`src/rtl/pedometer_frontend.sv`:
```
// Pedometer front end: averages two-axis samples over a short window and batches queued
// weight writes into single or dual updates, never colliding with a countSteps strobe.
module pedometer_frontend #(
  parameter int unsigned DATA_W      = 8,
  parameter int unsigned AVG_LOG2    = 2,
  parameter int unsigned ADDR_W      = 3,
  parameter int unsigned WQ_DEPTH    = 4,
  parameter int unsigned HOLD_CYCLES = 4
) (
  input  logic              clk,
  input  logic              reset,
  input  logic              s_valid,
  output logic              s_ready,
  input  logic [DATA_W-1:0] s_x,
  input  logic [DATA_W-1:0] s_y,
  input  logic              w_valid,
  output logic              w_ready,
  input  logic [ADDR_W-1:0] w_addr,
  input  logic [DATA_W-1:0] w_data,
  output logic [DATA_W-1:0] A,
  output logic [DATA_W-1:0] B,
  output logic              countSteps,
  output logic              updateWeight,
  output logic              dualUpdateWeights,
  output logic [ADDR_W-1:0] Addr1,
  output logic [ADDR_W-1:0] Addr2,
  output logic [DATA_W-1:0] Data1,
  output logic [DATA_W-1:0] Data2
);

  localparam int unsigned Win   = 1 << AVG_LOG2;
  localparam int unsigned SumW  = DATA_W + AVG_LOG2;
  localparam int unsigned FillW = AVG_LOG2 + 1;
  localparam int unsigned PtrW  = (WQ_DEPTH > 1) ? $clog2(WQ_DEPTH) : 1;
  localparam int unsigned CntW  = $clog2(WQ_DEPTH + 1);
  localparam int unsigned AgeW  = (HOLD_CYCLES > 1) ? $clog2(HOLD_CYCLES) : 1;

  localparam logic [FillW-1:0] FillFull = FillW'(Win);
  localparam logic [FillW-1:0] FillLast = FillW'(Win - 1);
  localparam logic [CntW-1:0]  CntFull  = CntW'(WQ_DEPTH);
  localparam logic [CntW-1:0]  CntOne   = CntW'(1);
  localparam logic [CntW-1:0]  CntTwo   = CntW'(2);
  localparam logic [AgeW-1:0]  AgeMax   = AgeW'(HOLD_CYCLES - 1);
  localparam logic [PtrW-1:0]  PtrLast  = PtrW'(WQ_DEPTH - 1);

  logic [DATA_W-1:0] win_x_q [Win];
  logic [DATA_W-1:0] win_x_d [Win];
  logic [DATA_W-1:0] win_y_q [Win];
  logic [DATA_W-1:0] win_y_d [Win];
  logic [SumW-1:0]   sum_x_q, sum_x_d, sum_y_q, sum_y_d;
  logic [FillW-1:0]  fill_q, fill_d;

  logic [ADDR_W-1:0] wq_addr_q [WQ_DEPTH];
  logic [ADDR_W-1:0] wq_addr_d [WQ_DEPTH];
  logic [DATA_W-1:0] wq_data_q [WQ_DEPTH];
  logic [DATA_W-1:0] wq_data_d [WQ_DEPTH];
  logic [PtrW-1:0]   rd_ptr_q, rd_ptr_d, wr_ptr_q, wr_ptr_d;
  logic [CntW-1:0]   wq_count_q, wq_count_d;
  logic [AgeW-1:0]   age_q, age_d;

  logic              s_ready_q, s_ready_d, w_ready_q, w_ready_d;
  logic [DATA_W-1:0] a_q, a_d, b_q, b_d;
  logic              count_steps_q, count_steps_d;
  logic              upd_q, upd_d, dual_q, dual_d;
  logic [ADDR_W-1:0] addr1_q, addr1_d, addr2_q, addr2_d;
  logic [DATA_W-1:0] data1_q, data1_d, data2_q, data2_d;

  logic              s_acc, w_push;
  logic [1:0]        pop_n;
  logic [PtrW-1:0]   next_ptr;

  function automatic logic [PtrW-1:0] ptr_inc(input logic [PtrW-1:0] p);
    return (p == PtrLast) ? '0 : p + PtrW'(1);
  endfunction

  always_comb begin
    win_x_d       = win_x_q;
    win_y_d       = win_y_q;
    sum_x_d       = sum_x_q;
    sum_y_d       = sum_y_q;
    fill_d        = fill_q;
    wq_addr_d     = wq_addr_q;
    wq_data_d     = wq_data_q;
    rd_ptr_d      = rd_ptr_q;
    wr_ptr_d      = wr_ptr_q;
    age_d         = age_q;
    a_d           = a_q;
    b_d           = b_q;
    count_steps_d = 1'b0;
    upd_d         = 1'b0;
    dual_d        = 1'b0;
    addr1_d       = addr1_q;
    addr2_d       = addr2_q;
    data1_d       = data1_q;
    data2_d       = data2_q;
    pop_n         = 2'd0;

    s_acc  = s_valid && s_ready_q;
    w_push = w_valid && w_ready_q;

    if (s_acc) begin
      sum_x_d = sum_x_q + SumW'(s_x) - SumW'(win_x_q[Win-1]);
      sum_y_d = sum_y_q + SumW'(s_y) - SumW'(win_y_q[Win-1]);
      for (int i = 1; i < Win; i++) begin
        win_x_d[i] = win_x_q[i-1];
        win_y_d[i] = win_y_q[i-1];
      end
      win_x_d[0] = s_x;
      win_y_d[0] = s_y;
      if (fill_q != FillFull) fill_d = fill_q + FillW'(1);
      // Strobe only once the window holds a full set of real samples.
      if (fill_q >= FillLast) begin
        count_steps_d = 1'b1;
        a_d = sum_x_d[SumW-1:AVG_LOG2];
        b_d = sum_y_d[SumW-1:AVG_LOG2];
      end
    end

    next_ptr = ptr_inc(rd_ptr_q);
    if (!count_steps_d) begin
      if (wq_count_q >= CntTwo) begin
        pop_n = 2'd2;
        // Same address twice: only the later value matters.
        if (wq_addr_q[rd_ptr_q] == wq_addr_q[next_ptr]) begin
          upd_d   = 1'b1;
          addr1_d = wq_addr_q[next_ptr];
          data1_d = wq_data_q[next_ptr];
          addr2_d = '0;
          data2_d = '0;
        end else begin
          dual_d  = 1'b1;
          addr1_d = wq_addr_q[rd_ptr_q];
          data1_d = wq_data_q[rd_ptr_q];
          addr2_d = wq_addr_q[next_ptr];
          data2_d = wq_data_q[next_ptr];
        end
      end else if (wq_count_q == CntOne && age_q == AgeMax) begin
        pop_n   = 2'd1;
        upd_d   = 1'b1;
        addr1_d = wq_addr_q[rd_ptr_q];
        data1_d = wq_data_q[rd_ptr_q];
        addr2_d = '0;
        data2_d = '0;
      end
    end

    case (pop_n)
      2'd1:    rd_ptr_d = next_ptr;
      2'd2:    rd_ptr_d = ptr_inc(next_ptr);
      default: rd_ptr_d = rd_ptr_q;
    endcase

    if (w_push) begin
      wq_addr_d[wr_ptr_q] = w_addr;
      wq_data_d[wr_ptr_q] = w_data;
      wr_ptr_d            = ptr_inc(wr_ptr_q);
    end

    wq_count_d = wq_count_q + CntW'(w_push) - CntW'(pop_n);

    // Age tracks how long a lone entry has waited; it saturates while issue is blocked.
    if (pop_n != 2'd0 || wq_count_d != CntOne) begin
      age_d = '0;
    end else if (age_q != AgeMax) begin
      age_d = age_q + AgeW'(1);
    end

    s_ready_d = (wq_count_d != CntFull);
    w_ready_d = (wq_count_d < CntFull);
  end

  always_ff @(posedge clk or negedge reset) begin
    if (!reset) begin
      for (int i = 0; i < Win; i++) begin
        win_x_q[i] <= '0;
        win_y_q[i] <= '0;
      end
      for (int i = 0; i < WQ_DEPTH; i++) begin
        wq_addr_q[i] <= '0;
        wq_data_q[i] <= '0;
      end
      sum_x_q       <= '0;
      sum_y_q       <= '0;
      fill_q        <= '0;
      rd_ptr_q      <= '0;
      wr_ptr_q      <= '0;
      wq_count_q    <= '0;
      age_q         <= '0;
      s_ready_q     <= 1'b0;
      w_ready_q     <= 1'b0;
      a_q           <= '0;
      b_q           <= '0;
      count_steps_q <= 1'b0;
      upd_q         <= 1'b0;
      dual_q        <= 1'b0;
      addr1_q       <= '0;
      addr2_q       <= '0;
      data1_q       <= '0;
      data2_q       <= '0;
    end else begin
      win_x_q       <= win_x_d;
      win_y_q       <= win_y_d;
      wq_addr_q     <= wq_addr_d;
      wq_data_q     <= wq_data_d;
      sum_x_q       <= sum_x_d;
      sum_y_q       <= sum_y_d;
      fill_q        <= fill_d;
      rd_ptr_q      <= rd_ptr_d;
      wr_ptr_q      <= wr_ptr_d;
      wq_count_q    <= wq_count_d;
      age_q         <= age_d;
      s_ready_q     <= s_ready_d;
      w_ready_q     <= w_ready_d;
      a_q           <= a_d;
      b_q           <= b_d;
      count_steps_q <= count_steps_d;
      upd_q         <= upd_d;
      dual_q        <= dual_d;
      addr1_q       <= addr1_d;
      addr2_q       <= addr2_d;
      data1_q       <= data1_d;
      data2_q       <= data2_d;
    end
  end

  assign s_ready           = s_ready_q;
  assign w_ready           = w_ready_q;
  assign A                 = a_q;
  assign B                 = b_q;
  assign countSteps        = count_steps_q;
  assign updateWeight      = upd_q;
  assign dualUpdateWeights = dual_q;
  assign Addr1             = addr1_q;
  assign Addr2             = addr2_q;
  assign Data1             = data1_q;
  assign Data2             = data2_q;

endmodule

```
`config.mk`:
```
export PLATFORM = sky130hd
export DESIGN_NAME = pedometer_frontend
export DESIGN_NICKNAME = d
export VERILOG_FILES = /design/src/rtl/pedometer_frontend.sv
export SDC_FILE = /design/constraint.sdc
export NUM_CORES = 1
export LEC_CHECK = 0
export ABC_AREA = 0
export BUFFER_PORTS_ARGS = -buffer_cell sky130_fd_sc_hd__buf_2
export CAP_MARGIN = 10
export CORE_ASPECT_RATIO = 1.2
export CORE_MARGIN = 2
export CORE_UTILIZATION = 65
export CTS_CLUSTER_DIAMETER = 200
export DETAILED_ROUTE_END_ITERATION = 8
export GPL_TIMING_DRIVEN = 0
export MAX_ROUTING_LAYER = met4
export PLACE_DENSITY_LB_ADDON = 0.2
export SYNTH_ARGS = -nofsm -noshare
export SYNTH_HDL_FRONTEND = slang
export SYNTH_SLANG_ARGS = --single-unit
```
`constraint.sdc`:
```
create_clock -name clk -period 7.49 [get_ports clk]
set_input_delay 1.498 -clock clk [delete_from_list [all_inputs] [get_ports clk]]
set_output_delay 1.498 -clock clk [all_outputs]
set_load 0.1 [all_outputs]
```
==> flow_summary.ini <==
[worst_setup_path]
reg2reg_from = fill_q[0]$_DFFE_PN0P_
start_kind = input port
criticalPathCategory = in -> reg
worst_path_required_ps = 7860
number_of_cells_on_the_worst_reg_to_reg_path = 17
worst_ep_arrival_time_ps = 4600
setup.worst_path.end_class = flop
timing.critical_path.fanout_max = 10
r2r_slack_ps = 3610
crit-reg2reg-capture = age_q[1]$_DFFE_PN0P_

[synth]
ys_warn_count = 0
synth.largest_area_cell = sky130_fd_sc_hd__dfrtp_1
synth_cell_types = 52
cells_after_synth = 873
ys_seq_area_share_pct = 49.5
post_synthesis_cell_area_um2 = 9260
synth_top_area_share_pct = 49.5
avgSynthCellArea_um2 = 10.6
synth_top_flop_cell = sky130_fd_sc_hd__dfrtp_1
synth_fp_nets = 954
asyncSetResetFlopFracSynth_pct = 100
synth_enable_flop_cells = 0
synthTopCellsByArea = sky130_fd_sc_hd__dfrtp_1 (49%), sky130_fd_sc_hd__nand2_1 (8.9%), sky130_fd_sc_hd__mux2_1 (5.5%), sky130_fd_sc_hd__ha_1 (4.5%), sky130_fd_sc_hd__fa_1 (3.7%)
synth_seq_cells = 183

[final_layout]
multiInputGateArea_um2 = 4170
layout.area.seq_um2 = 4580
post-route-util_pct = 75.5
layout.filler_cells = 968
design.final.nets = 1047
area.growth.synth_to_final_pct = 13.2
fraction_of_final_layout_cells_with_drive_strength_greater_than_1_pct = 13.4
antennaDiodeCount = 0

[grt]
antenna_found_initial = 0
grt.total_usage_pct = 28.9
grt_first_pass_wirelength_mm = 33.2
first_global_vias = 6727
gr-total-overflow = 0
pin_count_of_the_biggest_net_entering_global_routing = 102

[clocking]
hold_buffers = 0
ctsRootBufferMaster = sky130_fd_sc_hd__clkbuf_16
numCtsBuffers = 17
cts.sink_count = 183
cts_buffer_depth = 2
cts_max_level = 4
clkTransAtPathRegs_ps = 70
insertion_delay_ps = 430
cts-resized-gates = 0
cts_tree = done
cts_setup_buffers = 0

[sta]
slew_violations = 0
final_count_of_hold_timing_violations = 0
finalCritPeriodShare_pct = 56.5
finClkSkew_ps = 8.33
setup_violations = 0
fmax_ghz = 0.236
hold_ws_ps = 465
worst_pin_slew_ps = 819
setup_tns_ps = 0
final.min_clock_period_ps = 4230
setup_repair_after_global_routing_missed_its_margin = no
maxSlewHeadroom_pct = 45.4
worst_slack_ps = 3260

[floorplan]
floorplan.die_area_um2 = 15200
io_pins = 74
initial_core_util_pct = 66.7
floorplan.die.width_um = 113
core_area_um2 = 13900
die_h_um = 135
placement_rows = 47

[detailed_routing]
routedWlPerCell_um = 17.1
drt-vias-per-instance = 5.71
via_count = 6563
ant_nets = 0
dr.pass1.iters = 7
drt_wl_total_mm = 19.7
drt_iter0_drc = 419
drt_drc_violations_left = 2

[place]
detailedPlace.worstSlack_ps = 2860
place_congestion = 0.872
io_buffers = 73
hpwl_mm = 13.9

[outcome]
violations = DRC
run_status = complete, but fails checks

[flow_run]
maxCapViolCount = 0

[min_path]
worstHoldEndpoint = win_y_q[21]$_DFFE_PN0P_
holdCritStartpoint = win_y_q[29]$_DFFE_PN0P_
worstHoldPathType = reg -> reg
whs_path_depth = 2
==> kinds of logic (layout without fill, tap and decap cells) <==
kind of cell / Yosys count / after routing / share of synthesized area, %
AO/OA/AOI/OAI: 118 / 118 / 8.01
XOR/XNOR: 21 / 21 / 2.07
adder cells (fa/ha/maj): 50 / 50 / 8.13
buffers and inverters: 125 / 231 / 5.53
flip-flops: 183 / 183 / 49.5
multiplexers: 84 / 84 / 13.4
AND/OR/NAND/NOR: 292 / 292 / 13.4
==> synthesized netlist by cell type (3+ instances only) <==
| library cell | instances |
|---|---|
| sky130_fd_sc_hd__a211o_1 | 5 |
| sky130_fd_sc_hd__a211oi_1 | 5 |
| sky130_fd_sc_hd__a21o_1 | 9 |
| sky130_fd_sc_hd__a21oi_1 | 14 |
| sky130_fd_sc_hd__a22o_1 | 11 |
| sky130_fd_sc_hd__a31oi_1 | 3 |
| sky130_fd_sc_hd__buf_1 | 3 |
| sky130_fd_sc_hd__buf_2 | 3 |
| sky130_fd_sc_hd__buf_6 | 3 |
| sky130_fd_sc_hd__clkbuf_1 | 32 |
| sky130_fd_sc_hd__dfrtp_1 | 183 |
| sky130_fd_sc_hd__fa_1 | 17 |
| sky130_fd_sc_hd__ha_1 | 33 |
| sky130_fd_sc_hd__inv_1 | 80 |
| sky130_fd_sc_hd__mux2_1 | 45 |
| sky130_fd_sc_hd__mux2_2 | 7 |
| sky130_fd_sc_hd__mux2i_1 | 10 |
| sky130_fd_sc_hd__mux4_1 | 11 |
| sky130_fd_sc_hd__mux4_2 | 4 |
| sky130_fd_sc_hd__mux4_4 | 7 |
| sky130_fd_sc_hd__nand2_1 | 219 |
| sky130_fd_sc_hd__nand2b_1 | 8 |
| sky130_fd_sc_hd__nand3_1 | 12 |
| sky130_fd_sc_hd__nand4_1 | 5 |
| sky130_fd_sc_hd__nor2_1 | 12 |
| sky130_fd_sc_hd__nor2b_1 | 5 |
| sky130_fd_sc_hd__nor3_1 | 11 |
| sky130_fd_sc_hd__nor3b_1 | 6 |
| sky130_fd_sc_hd__o211ai_1 | 7 |
| sky130_fd_sc_hd__o21a_1 | 4 |
| sky130_fd_sc_hd__o21ai_0 | 11 |
| sky130_fd_sc_hd__o21ai_1 | 41 |
| sky130_fd_sc_hd__or4_1 | 4 |
| sky130_fd_sc_hd__xnor2_1 | 10 |
| sky130_fd_sc_hd__xor2_1 | 10 |
==> final cells by class <==
class                           count  share of cell area (%)
Clock inverter                      7                    1.12
Buffer                             43                    1.95
Multi-Input combinational cell    565                    39.8
Tap cell                          171                    2.04
Inverter                           82                    2.94
Sequential cell                   183                    43.7
Clock buffer                       25                    4.63
Timing Repair Buffer               74                    3.84
==> per-layer routing <==
layer / track usage, % / share of wire [%]
met3: 5.12 / 4.0
met2: 46.7 / 50
met1: 36.1 / 42
met5: - / 0
met4: 13.2 / 3.3
==> stage by stage <==
| step | instances | cell area [µm²] |
|---|---|---|
| after floorplan | 873 | 9260 |
| after global placement | 1117 | 9840 |
| after detailed placement | 1118 | 9880 |
| after CTS | 1150 | 10500 |
| after global routing | 1150 | 10500 |
| final | 1150 | 10500 |
==> registers in the layout, indices dropped and copies added, names as in the netlist, 3 cells and up <==
name / cells
A: 8
Addr1: 3
Addr2: 3
B: 8
Data1: 8
Data2: 8
fill_q: 3
sum_x_q: 10
sum_y_q: 10
win_x_q: 32
win_y_q: 32
wq_addr_q: 12
wq_count_q: 3
wq_data_q: 32
==> critical path: stages <==
cell and delay, ps:
sky130_fd_sc_hd__buf_2 110, sky130_fd_sc_hd__and2_1 210, sky130_fd_sc_hd__nand2_1 230, sky130_fd_sc_hd__clkbuf_1 360
sky130_fd_sc_hd__buf_2 330, sky130_fd_sc_hd__nand2b_1 140, sky130_fd_sc_hd__inv_2 70, sky130_fd_sc_hd__ha_1 220
sky130_fd_sc_hd__inv_1 60, sky130_fd_sc_hd__ha_1 130, sky130_fd_sc_hd__inv_1 50, sky130_fd_sc_hd__fa_1 380
sky130_fd_sc_hd__xnor2_1 170, sky130_fd_sc_hd__xor2_1 320, sky130_fd_sc_hd__nand4_1 190, sky130_fd_sc_hd__nor2_1 130
==> placed cells by master, fill, tap and decap left out, types with 5 or more instances in the layout <==
| cell | Yosys | final |
|---|---|---|
| sky130_fd_sc_hd__nor2b_1 | 5 | 5 |
| sky130_fd_sc_hd__nand3_1 | 12 | 12 |
| sky130_fd_sc_hd__o211ai_1 | 7 | 7 |
| sky130_fd_sc_hd__xor2_1 | 10 | 10 |
| sky130_fd_sc_hd__a211o_1 | 5 | 5 |
| sky130_fd_sc_hd__dfrtp_1 | 183 | 183 |
| sky130_fd_sc_hd__mux2i_1 | 10 | 10 |
| sky130_fd_sc_hd__nand2_1 | 219 | 219 |
| sky130_fd_sc_hd__mux4_4 | 7 | 7 |
| sky130_fd_sc_hd__nor3b_1 | 6 | 6 |
| sky130_fd_sc_hd__a211oi_1 | 5 | 5 |
| sky130_fd_sc_hd__nor3_1 | 11 | 11 |
| sky130_fd_sc_hd__a21oi_1 | 14 | 14 |
| sky130_fd_sc_hd__nand4_1 | 5 | 5 |
| sky130_fd_sc_hd__clkbuf_1 | 32 | 37 |
| sky130_fd_sc_hd__mux2_2 | 7 | 7 |
| sky130_fd_sc_hd__ha_1 | 33 | 33 |
| sky130_fd_sc_hd__nand2b_1 | 8 | 8 |
| sky130_fd_sc_hd__fa_1 | 17 | 17 |
| sky130_fd_sc_hd__a22o_1 | 11 | 11 |
| sky130_fd_sc_hd__clkbuf_16 | 0 | 17 |
| sky130_fd_sc_hd__buf_2 | 3 | 75 |
| sky130_fd_sc_hd__o21ai_0 | 11 | 11 |
| sky130_fd_sc_hd__mux4_1 | 11 | 11 |
| sky130_fd_sc_hd__xnor2_1 | 10 | 10 |
| sky130_fd_sc_hd__mux2_1 | 45 | 45 |
| sky130_fd_sc_hd__o21ai_1 | 41 | 41 |
| sky130_fd_sc_hd__inv_1 | 80 | 80 |
| sky130_fd_sc_hd__nor2_1 | 12 | 12 |
| sky130_fd_sc_hd__a21o_1 | 9 | 9 |
==> worst max-delay path by stage <==
stage	start	to
5_1_grt	s_valid	age_q[0]$_DFFE_PN0P_
4_1_cts	s_valid	age_q[1]$_DFFE_PN0P_
2_1_floorplan	s_valid	s_ready$_DFF_PN0_
6_report	s_valid	age_q[1]$_DFFE_PN0P_
3_3_place_gp	reset	wr_ptr_q[1]$_DFFE_PN0P_
3_5_place_dp	s_valid	age_q[1]$_DFFE_PN0P_
Power is left out: the tool's default activity adds up to more than one toggle a clock period on the data nets, which glitch-free logic cannot reach.
